==> src/rtl/axi4_stream_upsizer_pkg.sv <==
// rtl/axi4_stream_upsizer_pkg.sv - shared types and helpers for the AXI4-Stream packing upsizer
package axi4_stream_upsizer_pkg;

    // How tuser is aggregated into each output beat.
    typedef enum logic [0:0] {
        TUSER_FIRST,
        TUSER_OR
    } tuser_mode_t;

    // Width of the lane counter for a given narrow/wide pair, never below one bit.
    function automatic int lane_cnt_width(input int slave_w, input int master_w);
        int ratio;
        ratio = master_w / slave_w;
        return (ratio <= 2) ? 1 : $clog2(ratio);
    endfunction

endpackage

==> src/rtl/axi4_stream_if.sv <==
// rtl/axi4_stream_if.sv - AXI4-Stream bundle with master/slave views
//   tdata/tkeep/tstrb/tlast/tid/tdest/tuser/tvalid flow master->slave, tready slave->master
interface axi4_stream_if #(
    parameter int DATA_W = 32,
    parameter int ID_W   = 1,
    parameter int DEST_W = 1,
    parameter int USER_W = 1
);
    logic [DATA_W-1:0]   tdata;
    logic [DATA_W/8-1:0] tkeep;
    logic [DATA_W/8-1:0] tstrb;
    logic                tlast;
    logic [ID_W-1:0]     tid;
    logic [DEST_W-1:0]   tdest;
    logic [USER_W-1:0]   tuser;
    logic                tvalid;
    logic                tready;

    modport master (
        output tdata, tkeep, tstrb, tlast, tid, tdest, tuser, tvalid,
        input  tready
    );

    modport slave (
        input  tdata, tkeep, tstrb, tlast, tid, tdest, tuser, tvalid,
        output tready
    );
endinterface

==> src/rtl/axi4_stream_word_assembler.sv <==
// rtl/axi4_stream_word_assembler.sv - packs narrow beats into an open wide word and detects word close
//   clk_i/rst_i        : clock, asynchronous active-low reset
//   in_*               : narrow input beat; in_tready is the input ready
//   out_can_load       : output register can take a closed word this cycle
//   word_valid/word_*  : closed word presented for loading into the output register
module axi4_stream_word_assembler
    import axi4_stream_upsizer_pkg::*;
#(
    parameter int          SW          = 32,
    parameter int          MW          = 128,
    parameter int          IDW         = 1,
    parameter int          DSW         = 1,
    parameter int          UW          = 1,
    parameter tuser_mode_t TUSER_MODE  = TUSER_FIRST,
    parameter bit          FLUSH_ON_ID = 1'b1
) (
    input  logic              clk_i,
    input  logic              rst_i,
    input  logic [SW-1:0]     in_tdata,
    input  logic [SW/8-1:0]   in_tkeep,
    input  logic [SW/8-1:0]   in_tstrb,
    input  logic              in_tlast,
    input  logic [IDW-1:0]    in_tid,
    input  logic [DSW-1:0]    in_tdest,
    input  logic [UW-1:0]     in_tuser,
    input  logic              in_tvalid,
    output logic              in_tready,
    input  logic              out_can_load,
    output logic              word_valid,
    output logic [MW-1:0]     word_tdata,
    output logic [MW/8-1:0]   word_tkeep,
    output logic [MW/8-1:0]   word_tstrb,
    output logic              word_tlast,
    output logic [IDW-1:0]    word_tid,
    output logic [DSW-1:0]    word_tdest,
    output logic [UW-1:0]     word_tuser
);
    localparam int RATIO = MW / SW;
    localparam int LW    = lane_cnt_width(SW, MW);
    localparam int SB    = SW / 8;
    localparam int MB    = MW / 8;
    localparam logic [LW-1:0] LAST_LANE = LW'(RATIO - 1);

    logic [MW-1:0]  data_q,  data_d;
    logic [MB-1:0]  keep_q,  keep_d;
    logic [MB-1:0]  strb_q,  strb_d;
    logic [LW-1:0]  cnt_q,   cnt_d;
    logic [IDW-1:0] tid_q,   tid_d;
    logic [DSW-1:0] tdest_q, tdest_d;
    logic [UW-1:0]  tuser_q, tuser_d;
    logic           first_q, first_d;   // next accepted beat starts a packet

    logic           mismatch;
    logic           beat_closes;
    logic           accept;
    logic [MW-1:0]  merged_data;
    logic [MB-1:0]  merged_keep;
    logic [MB-1:0]  merged_strb;
    logic [UW-1:0]  merged_user;

    always_comb begin
        // A beat from a different stream may not join the open word; it waits
        // one cycle while the open word is pushed out.
        mismatch    = FLUSH_ON_ID && in_tvalid && (cnt_q != '0) &&
                      ((in_tid != tid_q) || (in_tdest != tdest_q));
        beat_closes = (cnt_q == LAST_LANE) || in_tlast;
        in_tready   = rst_i && !mismatch && !(beat_closes && !out_can_load);
        accept      = in_tvalid && in_tready;

        // Lane 0 starts from a cleared word so unfilled lanes read as zero.
        if (cnt_q == '0) begin
            merged_data = '0;
            merged_keep = '0;
            merged_strb = '0;
        end else begin
            merged_data = data_q;
            merged_keep = keep_q;
            merged_strb = strb_q;
        end
        merged_data[int'(cnt_q)*SW +: SW] = in_tdata;
        merged_keep[int'(cnt_q)*SB +: SB] = in_tkeep;
        merged_strb[int'(cnt_q)*SB +: SB] = in_tstrb;

        if (cnt_q == '0) begin
            merged_user = ((TUSER_MODE == TUSER_OR) || first_q) ? in_tuser : '0;
        end else if (TUSER_MODE == TUSER_OR) begin
            merged_user = tuser_q | in_tuser;
        end else begin
            merged_user = tuser_q;
        end

        data_d     = data_q;
        keep_d     = keep_q;
        strb_d     = strb_q;
        cnt_d      = cnt_q;
        tid_d      = tid_q;
        tdest_d    = tdest_q;
        tuser_d    = tuser_q;
        first_d    = first_q;
        word_valid = 1'b0;
        word_tdata = data_q;
        word_tkeep = keep_q;
        word_tstrb = strb_q;
        word_tlast = 1'b0;
        word_tid   = tid_q;
        word_tdest = tdest_q;
        word_tuser = tuser_q;

        if (accept) begin
            first_d = in_tlast;
            if (beat_closes) begin
                word_valid = 1'b1;
                word_tdata = merged_data;
                word_tkeep = merged_keep;
                word_tstrb = merged_strb;
                word_tlast = in_tlast;
                word_tid   = in_tid;
                word_tdest = in_tdest;
                word_tuser = merged_user;
                cnt_d      = '0;
            end else begin
                data_d  = merged_data;
                keep_d  = merged_keep;
                strb_d  = merged_strb;
                tid_d   = in_tid;
                tdest_d = in_tdest;
                tuser_d = merged_user;
                cnt_d   = cnt_q + 1'b1;
            end
        end else if (mismatch && out_can_load) begin
            // Flush: emit the registered word as-is with tlast low.
            word_valid = 1'b1;
            cnt_d      = '0;
        end
    end

    always_ff @(posedge clk_i or negedge rst_i) begin
        if (!rst_i) begin
            data_q  <= '0;
            keep_q  <= '0;
            strb_q  <= '0;
            cnt_q   <= '0;
            tid_q   <= '0;
            tdest_q <= '0;
            tuser_q <= '0;
            first_q <= 1'b1;
        end else begin
            data_q  <= data_d;
            keep_q  <= keep_d;
            strb_q  <= strb_d;
            cnt_q   <= cnt_d;
            tid_q   <= tid_d;
            tdest_q <= tdest_d;
            tuser_q <= tuser_d;
            first_q <= first_d;
        end
    end

endmodule

==> src/rtl/axi4_stream_packing_upsizer.sv <==
// rtl/axi4_stream_packing_upsizer.sv - AXI4-Stream upsizer packing narrow beats into wide beats
//   clk_i : clock
//   rst_i : asynchronous active-low reset
//   pkt_i : narrow slave stream (SLAVE_TDATA_WIDTH)
//   pkt_o : wide master stream (MASTER_TDATA_WIDTH), registered
module axi4_stream_packing_upsizer
    import axi4_stream_upsizer_pkg::*;
#(
    parameter int          SLAVE_TDATA_WIDTH  = 32,
    parameter int          MASTER_TDATA_WIDTH = 128,
    parameter int          TID_WIDTH          = 1,
    parameter int          TDEST_WIDTH        = 1,
    parameter int          TUSER_WIDTH        = 1,
    parameter tuser_mode_t TUSER_MODE         = TUSER_FIRST,
    parameter bit          FLUSH_ON_ID        = 1'b1
) (
    input logic           clk_i,
    input logic           rst_i,
    axi4_stream_if.slave  pkt_i,
    axi4_stream_if.master pkt_o
);
    localparam int MW = MASTER_TDATA_WIDTH;
    localparam int MB = MASTER_TDATA_WIDTH / 8;

    if (((SLAVE_TDATA_WIDTH % 8) != 0) || ((MASTER_TDATA_WIDTH % 8) != 0) ||
        ((MASTER_TDATA_WIDTH % SLAVE_TDATA_WIDTH) != 0) ||
        ((MASTER_TDATA_WIDTH / SLAVE_TDATA_WIDTH) < 2)) begin : g_bad_width
        $fatal(1, "axi4_stream_packing_upsizer: widths must be byte multiples with integer ratio >= 2");
    end

    logic                   out_can_load;
    logic                   asm_tready;
    logic                   word_valid;
    logic [MW-1:0]          word_tdata;
    logic [MB-1:0]          word_tkeep;
    logic [MB-1:0]          word_tstrb;
    logic                   word_tlast;
    logic [TID_WIDTH-1:0]   word_tid;
    logic [TDEST_WIDTH-1:0] word_tdest;
    logic [TUSER_WIDTH-1:0] word_tuser;

    logic                   out_valid_q, out_valid_d;
    logic [MW-1:0]          out_data_q,  out_data_d;
    logic [MB-1:0]          out_keep_q,  out_keep_d;
    logic [MB-1:0]          out_strb_q,  out_strb_d;
    logic                   out_last_q,  out_last_d;
    logic [TID_WIDTH-1:0]   out_tid_q,   out_tid_d;
    logic [TDEST_WIDTH-1:0] out_tdest_q, out_tdest_d;
    logic [TUSER_WIDTH-1:0] out_tuser_q, out_tuser_d;

    axi4_stream_word_assembler #(
        .SW          (SLAVE_TDATA_WIDTH),
        .MW          (MASTER_TDATA_WIDTH),
        .IDW         (TID_WIDTH),
        .DSW         (TDEST_WIDTH),
        .UW          (TUSER_WIDTH),
        .TUSER_MODE  (TUSER_MODE),
        .FLUSH_ON_ID (FLUSH_ON_ID)
    ) u_assembler (
        .clk_i        (clk_i),
        .rst_i        (rst_i),
        .in_tdata     (pkt_i.tdata),
        .in_tkeep     (pkt_i.tkeep),
        .in_tstrb     (pkt_i.tstrb),
        .in_tlast     (pkt_i.tlast),
        .in_tid       (pkt_i.tid),
        .in_tdest     (pkt_i.tdest),
        .in_tuser     (pkt_i.tuser),
        .in_tvalid    (pkt_i.tvalid),
        .in_tready    (asm_tready),
        .out_can_load (out_can_load),
        .word_valid   (word_valid),
        .word_tdata   (word_tdata),
        .word_tkeep   (word_tkeep),
        .word_tstrb   (word_tstrb),
        .word_tlast   (word_tlast),
        .word_tid     (word_tid),
        .word_tdest   (word_tdest),
        .word_tuser   (word_tuser)
    );

    always_comb begin
        // Empty or draining this cycle: a newly closed word can drop in without a gap.
        out_can_load = !out_valid_q || pkt_o.tready;

        out_valid_d = out_valid_q;
        out_data_d  = out_data_q;
        out_keep_d  = out_keep_q;
        out_strb_d  = out_strb_q;
        out_last_d  = out_last_q;
        out_tid_d   = out_tid_q;
        out_tdest_d = out_tdest_q;
        out_tuser_d = out_tuser_q;

        if (word_valid) begin
            out_valid_d = 1'b1;
            out_data_d  = word_tdata;
            out_keep_d  = word_tkeep;
            out_strb_d  = word_tstrb;
            out_last_d  = word_tlast;
            out_tid_d   = word_tid;
            out_tdest_d = word_tdest;
            out_tuser_d = word_tuser;
        end else if (pkt_o.tready) begin
            out_valid_d = 1'b0;
        end
    end

    always_ff @(posedge clk_i or negedge rst_i) begin
        if (!rst_i) begin
            out_valid_q <= 1'b0;
            out_data_q  <= '0;
            out_keep_q  <= '0;
            out_strb_q  <= '0;
            out_last_q  <= 1'b0;
            out_tid_q   <= '0;
            out_tdest_q <= '0;
            out_tuser_q <= '0;
        end else begin
            out_valid_q <= out_valid_d;
            out_data_q  <= out_data_d;
            out_keep_q  <= out_keep_d;
            out_strb_q  <= out_strb_d;
            out_last_q  <= out_last_d;
            out_tid_q   <= out_tid_d;
            out_tdest_q <= out_tdest_d;
            out_tuser_q <= out_tuser_d;
        end
    end

    assign pkt_i.tready = asm_tready;
    assign pkt_o.tvalid = out_valid_q;
    assign pkt_o.tdata  = out_data_q;
    assign pkt_o.tkeep  = out_keep_q;
    assign pkt_o.tstrb  = out_strb_q;
    assign pkt_o.tlast  = out_last_q;
    assign pkt_o.tid    = out_tid_q;
    assign pkt_o.tdest  = out_tdest_q;
    assign pkt_o.tuser  = out_tuser_q;

endmodule

==> src/flat_wrapper.sv <==
// flat-port wrapper written by rule: the top's interface ports become plain ports
module axi4_stream_packing_upsizer_flat import axi4_stream_upsizer_pkg::*;
#(
    parameter int          SLAVE_TDATA_WIDTH  = 32,
    parameter int          MASTER_TDATA_WIDTH = 128,
    parameter int          TID_WIDTH          = 1,
    parameter int          TDEST_WIDTH        = 1,
    parameter int          TUSER_WIDTH        = 1,
    parameter tuser_mode_t TUSER_MODE         = TUSER_FIRST,
    parameter bit          FLUSH_ON_ID        = 1'b1
)
  (clk_i, rst_i, pkt_i_tdata, pkt_i_tkeep, pkt_i_tstrb, pkt_i_tlast, pkt_i_tid, pkt_i_tdest, pkt_i_tuser, pkt_i_tvalid, pkt_i_tready, pkt_o_tdata, pkt_o_tkeep, pkt_o_tstrb, pkt_o_tlast, pkt_o_tid, pkt_o_tdest, pkt_o_tuser, pkt_o_tvalid, pkt_o_tready);
  axi4_stream_if #(.DATA_W((32))) pkt_i_i ();
  axi4_stream_if #(.DATA_W((128))) pkt_o_i ();
  input logic clk_i;
  input logic rst_i;
  input wire logic [$bits(pkt_i_i.tdata)-1:0] pkt_i_tdata;
  input wire logic [$bits(pkt_i_i.tkeep)-1:0] pkt_i_tkeep;
  input wire logic [$bits(pkt_i_i.tstrb)-1:0] pkt_i_tstrb;
  input wire logic [$bits(pkt_i_i.tlast)-1:0] pkt_i_tlast;
  input wire logic [$bits(pkt_i_i.tid)-1:0] pkt_i_tid;
  input wire logic [$bits(pkt_i_i.tdest)-1:0] pkt_i_tdest;
  input wire logic [$bits(pkt_i_i.tuser)-1:0] pkt_i_tuser;
  input wire logic [$bits(pkt_i_i.tvalid)-1:0] pkt_i_tvalid;
  output wire logic [$bits(pkt_i_i.tready)-1:0] pkt_i_tready;
  output wire logic [$bits(pkt_o_i.tdata)-1:0] pkt_o_tdata;
  output wire logic [$bits(pkt_o_i.tkeep)-1:0] pkt_o_tkeep;
  output wire logic [$bits(pkt_o_i.tstrb)-1:0] pkt_o_tstrb;
  output wire logic [$bits(pkt_o_i.tlast)-1:0] pkt_o_tlast;
  output wire logic [$bits(pkt_o_i.tid)-1:0] pkt_o_tid;
  output wire logic [$bits(pkt_o_i.tdest)-1:0] pkt_o_tdest;
  output wire logic [$bits(pkt_o_i.tuser)-1:0] pkt_o_tuser;
  output wire logic [$bits(pkt_o_i.tvalid)-1:0] pkt_o_tvalid;
  input wire logic [$bits(pkt_o_i.tready)-1:0] pkt_o_tready;
  assign pkt_i_i.tdata = pkt_i_tdata;
  assign pkt_i_i.tkeep = pkt_i_tkeep;
  assign pkt_i_i.tstrb = pkt_i_tstrb;
  assign pkt_i_i.tlast = pkt_i_tlast;
  assign pkt_i_i.tid = pkt_i_tid;
  assign pkt_i_i.tdest = pkt_i_tdest;
  assign pkt_i_i.tuser = pkt_i_tuser;
  assign pkt_i_i.tvalid = pkt_i_tvalid;
  assign pkt_i_tready = pkt_i_i.tready;
  assign pkt_o_tdata = pkt_o_i.tdata;
  assign pkt_o_tkeep = pkt_o_i.tkeep;
  assign pkt_o_tstrb = pkt_o_i.tstrb;
  assign pkt_o_tlast = pkt_o_i.tlast;
  assign pkt_o_tid = pkt_o_i.tid;
  assign pkt_o_tdest = pkt_o_i.tdest;
  assign pkt_o_tuser = pkt_o_i.tuser;
  assign pkt_o_tvalid = pkt_o_i.tvalid;
  assign pkt_o_i.tready = pkt_o_tready;
  axi4_stream_packing_upsizer #(.SLAVE_TDATA_WIDTH(SLAVE_TDATA_WIDTH), .MASTER_TDATA_WIDTH(MASTER_TDATA_WIDTH), .TID_WIDTH(TID_WIDTH), .TDEST_WIDTH(TDEST_WIDTH), .TUSER_WIDTH(TUSER_WIDTH), .TUSER_MODE(TUSER_MODE), .FLUSH_ON_ID(FLUSH_ON_ID)) u_core (.clk_i(clk_i), .rst_i(rst_i), .pkt_i(pkt_i_i), .pkt_o(pkt_o_i));
endmodule
==> config.mk <==
export PLATFORM = sky130hd
export DESIGN_NAME = axi4_stream_packing_upsizer_flat
export DESIGN_NICKNAME = d
export VERILOG_FILES = /design/src/rtl/axi4_stream_upsizer_pkg.sv /design/src/rtl/axi4_stream_if.sv /design/src/rtl/axi4_stream_word_assembler.sv /design/src/rtl/axi4_stream_packing_upsizer.sv /design/src/flat_wrapper.sv
export SDC_FILE = /design/constraint.sdc
export NUM_CORES = 1
export LEC_CHECK = 0
export CAP_MARGIN = 10
export CORE_UTILIZATION = 49
export DETAILED_ROUTE_END_ITERATION = 8
export PLACE_DENSITY = 0.76
export REMOVE_ABC_BUFFERS = 1
export SKIP_LAST_GASP = 1
export SYNTH_ARGS = -nofsm -noshare
export SYNTH_HDL_FRONTEND = slang
export SYNTH_HIERARCHICAL = 1
export SYNTH_SLANG_ARGS = --single-unit
==> constraint.sdc <==
create_clock -name clk_i -period 2.65 [get_ports clk_i]
set_clock_uncertainty 0.15 [all_clocks]
set_input_delay 0.53 -clock clk_i [delete_from_list [all_inputs] [get_ports clk_i]]
set_output_delay 0.53 -clock clk_i [all_outputs]
set_load 0.02 [all_outputs]
After elaboration in Yosys (flattened, before gate mapping)
Cells that the tools add are included.
{"block": "word_totals", "input_bits": 48, "reg_bits": 331, "output_inout_bits": 166, "wordCells": 77}
{"block": "op_classes", "eq_ne": 3, "addsub": 3, "reduce_logical": 19, "bitwise": 1, "shifts": 5, "n_mux": 30}
{"operator": "128-bit two-way mux", "n": 3}
{"operator": "128-bit bitwise mux", "n": 1}
{"operator": "32-bit by 33-bit variable shift with 128-bit output, first input constant", "n": 1}
{"operator": "32-bit by 33-bit variable part select with 128-bit output", "n": 1}
{"operator": "16-bit two-way mux", "n": 6}
{"operator": "4-bit by 33-bit variable part select with 16-bit output", "n": 2}
{"operator": "4-bit negator with 33-bit output", "n": 1}
{"operator": "7-bit negator with 33-bit output", "n": 1}
{"operator": "4-bit by 33-bit variable shift with 16-bit output, first input constant", "n": 1}
{"operator": "16-bit bitwise mux", "n": 2}
{"operator": "1-bit two-way mux", "n": 15}
{"operator": "1-bit logical AND", "n": 7}
{"operator": "2-bit two-way mux", "n": 3}
{"operator": "2-bit nonzero test", "n": 3}
{"operator": "1-bit logical NOT", "n": 4}
{"operator": "1-bit logical OR", "n": 3}
{"operator": "2-bit by 1-bit adder with 2-bit output, second input constant", "n": 1}
{"operator": "2-bit equality test, second input constant", "n": 1}
{"operator": "2-bit logical NOT", "n": 1}
{"operator": "1-bit != test", "n": 2}
{"operator": "2-bit AND reduction", "n": 1}
{"operator": "1-bit NOT", "n": 1}

Logic depth before layout (Yosys ltp)
Gate-level depths: netlist of the first run.
{"block": "depth", "depth_word": 9, "mapped_depth": 9, "mapped_depth_nobuf": 7}

By module
Netlist of the first run, hierarchy kept.
{"mod": "axi4_stream_word_assembler", "area_each_um2": 8634.5, "cells_per_inst": 680, "n_inst": 1, "seq_area_each_um2": 4155.2}
{"mod": "axi4_stream_packing_upsizer", "area_each_um2": 6184.7, "cells_per_inst": 349, "n_inst": 1, "seq_area_each_um2": 4129.0}

Least setup slack after synthesis of the first run
No wires, ideal clock.
{"block": "synth_path", "path_kind": "register to register", "start": "register u_core.u_assembler.cnt_q[0]", "end": "register u_core.out_data_q[0], in the netlist u_core/pkt_o.tdata[0]", "setup_time_ns": 0.125, "stages_incl_launch_ff": 10, "arrival_time_ns": 2.201, "period_less_slack_ns": 2.476, "path_buffers": 3, "required_ns": 2.375, "slack_ns": 0.174, "cell_sequence": "dfrtp_1 > inv_1 > ha_1 > a211oi_4 > buf_6 > nor2_1 > nor2_1 > buf_6 > buf_6 > mux2_2"}
{"block": "synth_via", "elab_chain_len": 8, "elab_cells_between_ends": 23, "classes_between": "add/sub (1); eq/ne (1); shift (2); mux (7); reduce/logical (12)"}
{"element": "start, declared", "line": "axi4_stream_word_assembler.sv:47", "source": "logic [LW-1:0] cnt_q, cnt_d;"}
{"element": "start signal, assigned", "line": "axi4_stream_word_assembler.sv:151", "source": "cnt_q <= cnt_d;"}
{"element": "parallel branches: the longest is 8 deep, another holds 7-bit negator with 33-bit output"}
{"element": "end signal, assigned", "line": "axi4_stream_packing_upsizer.sv:121", "source": "out_data_q <= out_data_d;"}
{"element": "end, declared", "line": "axi4_stream_packing_upsizer.sv:43", "source": "logic [MW-1:0] out_data_q, out_data_d;"}
Parallel ways; which one is timed is not known.
A chain may end at the register's enable or synchronous reset.

Worst setup path after layout of the first run
{"block": "layout_path", "start": "register u_core.u_assembler.cnt_q[0]", "end": "register u_core.u_assembler.data_q[100]"}
{"block": "layout_via", "elab_chain_len": 8, "elab_cells_between_ends": 19, "classes_between": "add/sub (1); eq/ne (1); shift (2); mux (2); bitwise (1); reduce/logical (12)"}
{"element": "parallel branches: the longest is 8 deep, another holds 7-bit negator with 33-bit output"}
{"element": "end signal, assigned", "line": "axi4_stream_word_assembler.sv:148", "source": "data_q <= data_d;"}
{"element": "end, declared", "line": "axi4_stream_word_assembler.sv:44", "source": "logic [MW-1:0] data_q, data_d;"}
Parallel ways; which one is timed is not known.

==> flow_metrics.py, run 1 <==
metrics = {
    "run_status": {
        "outcome": "finished clean",
    },
    "timing": {
        "slew_headroom": 0.4397,
        "setup_tns_ns": 0,
        "rsz0062_at_grt": "no",
        "fmax_mhz": 400.6,
        "hold_violations": 0,
        "final-setup-viol-count": 0,
        "slew_viol_final": 0,
        "tightestPinTransition_ns": 0.8341,
        "period_share": 0.9421,
        "layout_min_cycle_time_ns": 2.497,
    },
    "critical_path": {
        "cp_max_fo": 7,
        "start_kind": "register",
        "path_delay_family": "simple AND/OR/NAND/NOR gates",
        "cp.buffers_inverters": 1,
        "crit_type": "reg2reg",
        "r2r_slack_ns": 0.15,
        "worstReg2RegEnd": "u_core/u_assembler/data_q[100]",
        "cp_slowest_cell": "nor3_1",
        "worst_path_largest_cell_delay_ns": 0.64,
        "crit_arrival_ns": 2.78,
        "cp_cell_sequence": "ha_1 -> nand4bb_1 -> buf_4 -> nor3_1 -> a22o_1",
        "cp.required_ns": 2.94,
        "crit_path_end_kind": "register",
        "reg2reg_from": "u_core/u_assembler/cnt_q[0]",
        "reg2reg_depth": 5,
    },
    "cts": {
        "clkTransAtPathRegs_ns": 0.06,
        "clockBufferDepth": 3,
        "cts_tree": "yes",
        "cts_sinks": 331,
        "clock-root-buffer": "clkbuf_16",
        "clkLatencyLatePin_ns": 0.52,
        "cts_buffers": 36,
        "htree_levels": 2,
    },
    "placed_design": {
        "port_buffers": 213,
        "place_area_um2": 18060,
        "placed_cells": 1622,
        "dp.final_hpwl_um": 25270,
        "gp_congestion": 0.8021,
    },
    "die": {
        "die_w_um": 175.9,
        "design.die.area_um2": 30940,
        "core_area_um2": 29720,
        "io_pins": 214,
        "die_h_um": 175.9,
        "initial_core_util": 0.4987,
        "core.rowCount": 63,
    },
    "routing": {
        "drc": 0,
        "dr_total_vias": 10210,
        "wl_per_cell_um": 23.39,
        "postRouteAntennaNets": 0,
        "vias_per_cell": 6.047,
        "drtIter0Drc": 650,
        "finalWirelength_um": 39490,
        "dr.pass1.iters": 6,
    },
    "power": {
        "power_density_nw_per_um2": 800.1,
        "leakage_nw": 8.605,
        "peakVddDrop_v": 0.0005839,
    },
    "synthesis": {
        "synth.distinct_cells": 44,
        "synth_edf_count": 0,
        "synthArstFlopShare": 1.000,
        "synth_top_flop_cell": "dfrtp_1",
        "yosys.area.top_type_share": 0.5572,
        "yosysSeqAreaShare": 0.5590,
        "synthTopCellsByArea": "dfrtp_1 56%, a22o_1 13%, mux2_2 12%",
        "synth_commonest_cells": "330 x dfrtp_1, 219 x a22o_1, 164 x mux2_2",
        "avgSynthCellArea_um2": 14.40,
        "synth_area_um2": 14820,
        "syn_inst": 1029,
        "yosys_warnings": 6,
        "synth_top_area_cell": "dfrtp_1",
        "ys_seq_elements": 331,
        "synth.most_common_cell": "dfrtp_1",
    },
    "global_route": {
        "grt_max_degree": 143,
        "grt_overflow": 0,
        "grt_pass1_wl_um": 62530,
        "grt_use_total": 0.2609,
        "antenna_found_initial": 0,
        "grt_pass1_vias": 10700,
    },
    "cells_and_area": {
        "area_delta_synth_final_pct": 29.94,
        "postLayoutCellArea_um2": 19260,
        "antenna_cells": 0,
        "fin_cells": 1688,
        "final_util": 0.6480,
        "final_nets": 1326,
        "drive_gt1_frac": 0.3074,
    },
    "run": {
        "maxCapViolations": 0,
    },
    "hold_path": {
        "hp-class": "in2async",
    },
}
[per-stage QoR]
| step | setup slack [ns] | hold WS (ns) | total power (W) |
|---|---|---|---|
| after global placement | -0.1752 | 0.2176 | 0.01038 |
| final | 0.1535 | 0.2936 | 0.01541 |
| after global routing | 0.01958 | 0.3079 | 0.01603 |
| after floorplan | -7.133 | 0.08441 | 0.008315 |
| after detailed placement | -0.1872 | 0.2159 | 0.01047 |
| after CTS | 0.001327 | 0.2873 | 0.01551 |
[worst reg2reg max path, cell delays in order, from the launching register on]
cell	delay [ns]
dfrtp_2	0.44
ha_1	0.28
nand4bb_1	0.40
buf_4	0.27
nor3_1	0.64
a22o_1	0.26
[where the power goes]
part	internal, W	total, W	switching [W]
registers	0.00569	0.00606	0.000371
clock network	0.00300	0.00497	0.00197
logic	0.00214	0.00438	0.00224
total	0.0108	0.0154	0.00459
[placed cells by master (no fill, tap or decap), types with 12 or more instances in the layout]
cell type,netlist,final
clkbuf_16,0,38
clkbuf_1,19,12
dfrtp_1,330,329
o2bb2ai_1,39,39
a22o_1,219,219
o2bb2ai_2,59,59
buf_12,6,40
buf_4,1,44
clkdlybuf4s50_1,0,211
mux2_2,164,164
nand2b_1,35,35
[worst max-delay path by stage]
stage                                      to  slack [ns]                        start  cells after the start
6_report       u_core/u_assembler/data_q[100]        0.15  u_core/u_assembler/cnt_q[0]                      5
5_1_grt         u_core/u_assembler/data_q[82]        0.02  u_core/u_assembler/cnt_q[1]                      6
4_1_cts                          pkt_i_tready       0.001  u_core/u_assembler/cnt_q[0]                      5
3_5_place_dp                     pkt_i_tready       -0.19                  pkt_i_tdest                      5
3_3_place_gp                     pkt_i_tready       -0.18                  pkt_i_tdest                      5
2_1_floorplan           u_core/pkt_o.tdata[0]       -7.13  u_core/u_assembler/cnt_q[0]                      6
[flip-flops by register name, summed over array words and instances (netlist names), 2 cells and up]
signal / count
u_core/u_assembler/data_q: 128
u_core/u_assembler/keep_q: 16
u_core/u_assembler/cnt_q: 2
u_core/pkt_o.tdata: 128
u_core/pkt_o.tstrb: 16
u_core/u_assembler/strb_q: 16
u_core/pkt_o.tkeep: 16
[area by class of cell]
class / count / area, µm²
fillers: 2184 / 10460
flip-flops and latches: 331 / 8285
multi-input cells: 601 / 6012
repair buffers: 298 / 3273
clock buffers: 56 / 1079
well taps: 390 / 488.0
clock inverters: 8 / 103.9
inverters: 4 / 15.01
[routing by layer]
metal  GRT usage  vias to the layer above  routed length (µm)
met5           0                        -                   0
met2      0.4180                      405               18740
met3     0.03853                       55                2299
li1            -                     4448                   -
met4     0.06558                        0                 691
met1      0.3728                     5300               17760
[timing repair]
item,4_1_cts,5_1_grt
hold endpoints to repair,7,0
buffers inserted,1,0
resized for setup,3,3
endpoints found under the setup margin,1,2
hold buffers,1,0
[kinds of logic (layout without fill, tap and decap cells)]
kind of cell               after synthesis  after routing  synth area share
and+or+nand+nor                         80             80           0.03225
adders and majority gates                6              6          0.005066
xor gates and xnor gates                 2              2          0.002195
AOI/OAI and AO/OA                      345            345            0.2288
muxes                                  168            168            0.1277
DFF                                    331            331            0.5590
buffers and inverters                   97            366           0.04500
No activity file was read; power rests on OpenSTA's default activity.
==> inputs of run 2 (changes only) <==
- CAP_MARGIN: 10 -> 20
==> results of run 2 <==
Final layout, timing and power as in run 1 (identical DEF).
==> inputs of run 3 (changes only) <==
- CORE_MARGIN: not set -> 2
==> run 3 against run 2 <==
Worst hold slack worse by 0.020 ns. Die area up 2.3%. Cell count fell by 0.41%. Largest power group unchanged. Non-clock buffer count down 4. Design area fell by 0.26%. Wire length rose by 0.66%. Core utilization decreased by 0.17 points. Sequential cell count is the same. Via count is 1.3% higher. Count of clock-buffer cells in the layout shrank 3.
==> flow_metrics.py, run 3 (same netlist as run 1, synthesis figures left out) <==
metrics = {
    "run_status": {
        "outcome": "finished clean",
    },
    "critical_path": {
        "crit_arrival_ns": 2.81,
        "crit_path_end_kind": "register",
        "reg2reg_depth": 6,
        "cp_max_fo": 8,
        "crit_type": "reg2reg",
        "cp.required_ns": 2.93,
        "start_kind": "register",
    },
    "cts": {
        "cts_tree": "yes",
        "clkLatencyLatePin_ns": 0.51,
        "clkTransAtPathRegs_ns": 0.06,
        "htree_levels": 2,
        "cts_buffers": 35,
        "cts_sinks": 331,
        "clockBufferDepth": 3,
        "clock-root-buffer": "clkbuf_16",
    },
    "timing": {
        "slew_headroom": 0.3204,
        "layout_min_cycle_time_ns": 2.525,
        "period_share": 0.9529,
        "timing.hold.ws_ns": 0.2738,
        "rsz0062_at_grt": "no",
        "slew_viol_final": 0,
        "hold_violations": 0,
        "tightestPinTransition_ns": 1.019,
        "final-setup-viol-count": 0,
        "fmax_mhz": 396.0,
    },
    "placed_design": {
        "placed_cells": 1619,
        "gp_congestion": 0.7672,
        "dp.final_hpwl_um": 25340,
        "port_buffers": 213,
    },
    "routing": {
        "drtIter0Drc": 815,
        "dr_total_vias": 10350,
        "dr.pass1.iters": 5,
        "finalWirelength_um": 39750,
        "vias_per_cell": 6.154,
        "wl_per_cell_um": 23.65,
        "postRouteAntennaNets": 0,
        "drc": 0,
    },
    "power": {
        "internal_power_w": 0.01071,
        "peakVddDrop_v": 0.0004943,
        "power_frac_comb": 0.285,
        "switching_share": 0.3002,
        "leakage_nw": 8.587,
        "power_frac_clock": 0.319,
        "p_sw_w": 0.004596,
        "power_density_nw_per_um2": 797.2,
        "seqPwrFrac": 0.397,
    },
    "hold_path": {
        "hp-class": "in2async",
    },
    "die": {
        "core_area_um2": 29720,
        "die_h_um": 177.9,
        "initial_core_util": 0.4987,
        "io_pins": 214,
        "die_w_um": 177.9,
        "design.die.area_um2": 31650,
        "core.rowCount": 63,
    },
    "cells_and_area": {
        "final_nets": 1321,
        "final_cell_mix": "329 x dfrtp_1, 219 x a22o_1, 211 x clkdlybuf4s50_1",
        "antenna_cells": 0,
        "drive_gt1_frac": 0.3083,
        "area_delta_synth_final_pct": 29.60,
        "mostFrequentLayoutCell": "dfrtp_1",
        "fin_cells": 1681,
    },
    "global_route": {
        "grt_pass1_wl_um": 63160,
        "grt_use_total": 0.2552,
        "grt_overflow": 0,
        "grt_pass1_vias": 10970,
        "grt_max_degree": 183,
        "antenna_found_initial": 0,
    },
    "run": {
        "maxCapViolations": 0,
    },
}
run 3: cell count changes in the layout (fill, tap and decap cells not counted), sizes merged:
cell | previous run | this run
clkbuf | 57 | 54
inv | 4 | 5
bufinv | 2 | 1
clkinvlp | 1 | 0
buf | 85 | 81
clkinv | 5 | 6
run 3: area by class of cell:
| cell class | instances | area [µm²] |
|---|---|---|
| clock buffer | 53 | 1075 |
| sequential | 331 | 8285 |
| fill | 2154 | 10510 |
| inverter | 4 | 15.01 |
| multi-input combinational | 601 | 6020 |
| timing repair buffer | 294 | 3243 |
| clock inverter | 8 | 80.08 |
| tap | 390 | 488.0 |
run 3: layer usage:
metal / global-route usage / vias up / wire length (µm)
li1: - / 4446 / -
met2: 0.4133 / 408 / 19110
met4: 0.07070 / 0 / 836
met3: 0.04692 / 63 / 2631
met5: 0 / - / 0
met1: 0.3539 / 5428 / 17180
run 3: final timing paths:
| path | start | end | slack, ns |
|---|---|---|---|
| max | u_core/u_assembler/cnt_q[0] | u_core/u_assembler/data_q[62] | 0.12 |
| min | rst_i | u_core/u_assembler/data_q[76] | 0.27 |
| max reg2reg | u_core/u_assembler/cnt_q[0] | u_core/u_assembler/data_q[62] | 0.12 |
| min reg2reg | u_core/u_assembler/data_q[81] | u_core/u_assembler/data_q[81] | 0.34 |
| max in group asynchronous | rst_i | u_core/pkt_o.tdata[83] | 0.88 |
| min in group clk_i | u_core/u_assembler/data_q[81] | u_core/u_assembler/data_q[81] | 0.34 |
run 3: critical path: stages, from the launching register on:
cell     delay, ns
dfrtp_2       0.44
inv_1         0.14
ha_1          0.35
nor2b_1       0.26
nand3_2       0.17
nor3_1        0.71
a22o_1        0.25
run 3: timing repair:
item | in CTS | in global routing
endpoints found under the hold margin | 7 | 0
buffers inserted | 0 | 0
endpoints found under the setup margin | 1 | 39
hold buffers | 1 | 0
resized for setup | 3 | 3
run 3: per-stage QoR:
stage	power [W]	setup TNS [ns]	utilization	setup WS, ns	cell area, µm²
floorplan	0.008315	-1272.05	-	-7.133	14170
global placement	0.01037	-8.875	0.6069	-0.1703	18030
detailed placement	0.01049	-14.70	0.6069	-0.1633	18030
CTS	0.01539	0	0.6461	0.01787	19200
global route	0.01597	0	0.6463	0.004336	19210
finish	0.01531	0	0.6463	0.1249	19210
run 3: power by group through the flow:
stage | Combinational [W] | Sequential [W] | Clock [W]
finish | 0.00436 | 0.00607 | 0.00488
global route | 0.00464 | 0.00614 | 0.00519
CTS | 0.00437 | 0.00607 | 0.00496
detailed placement | 0.00435 | 0.00614 | 0
global placement | 0.00425 | 0.00612 | 0
floorplan | 0.00204 | 0.00628 | 0
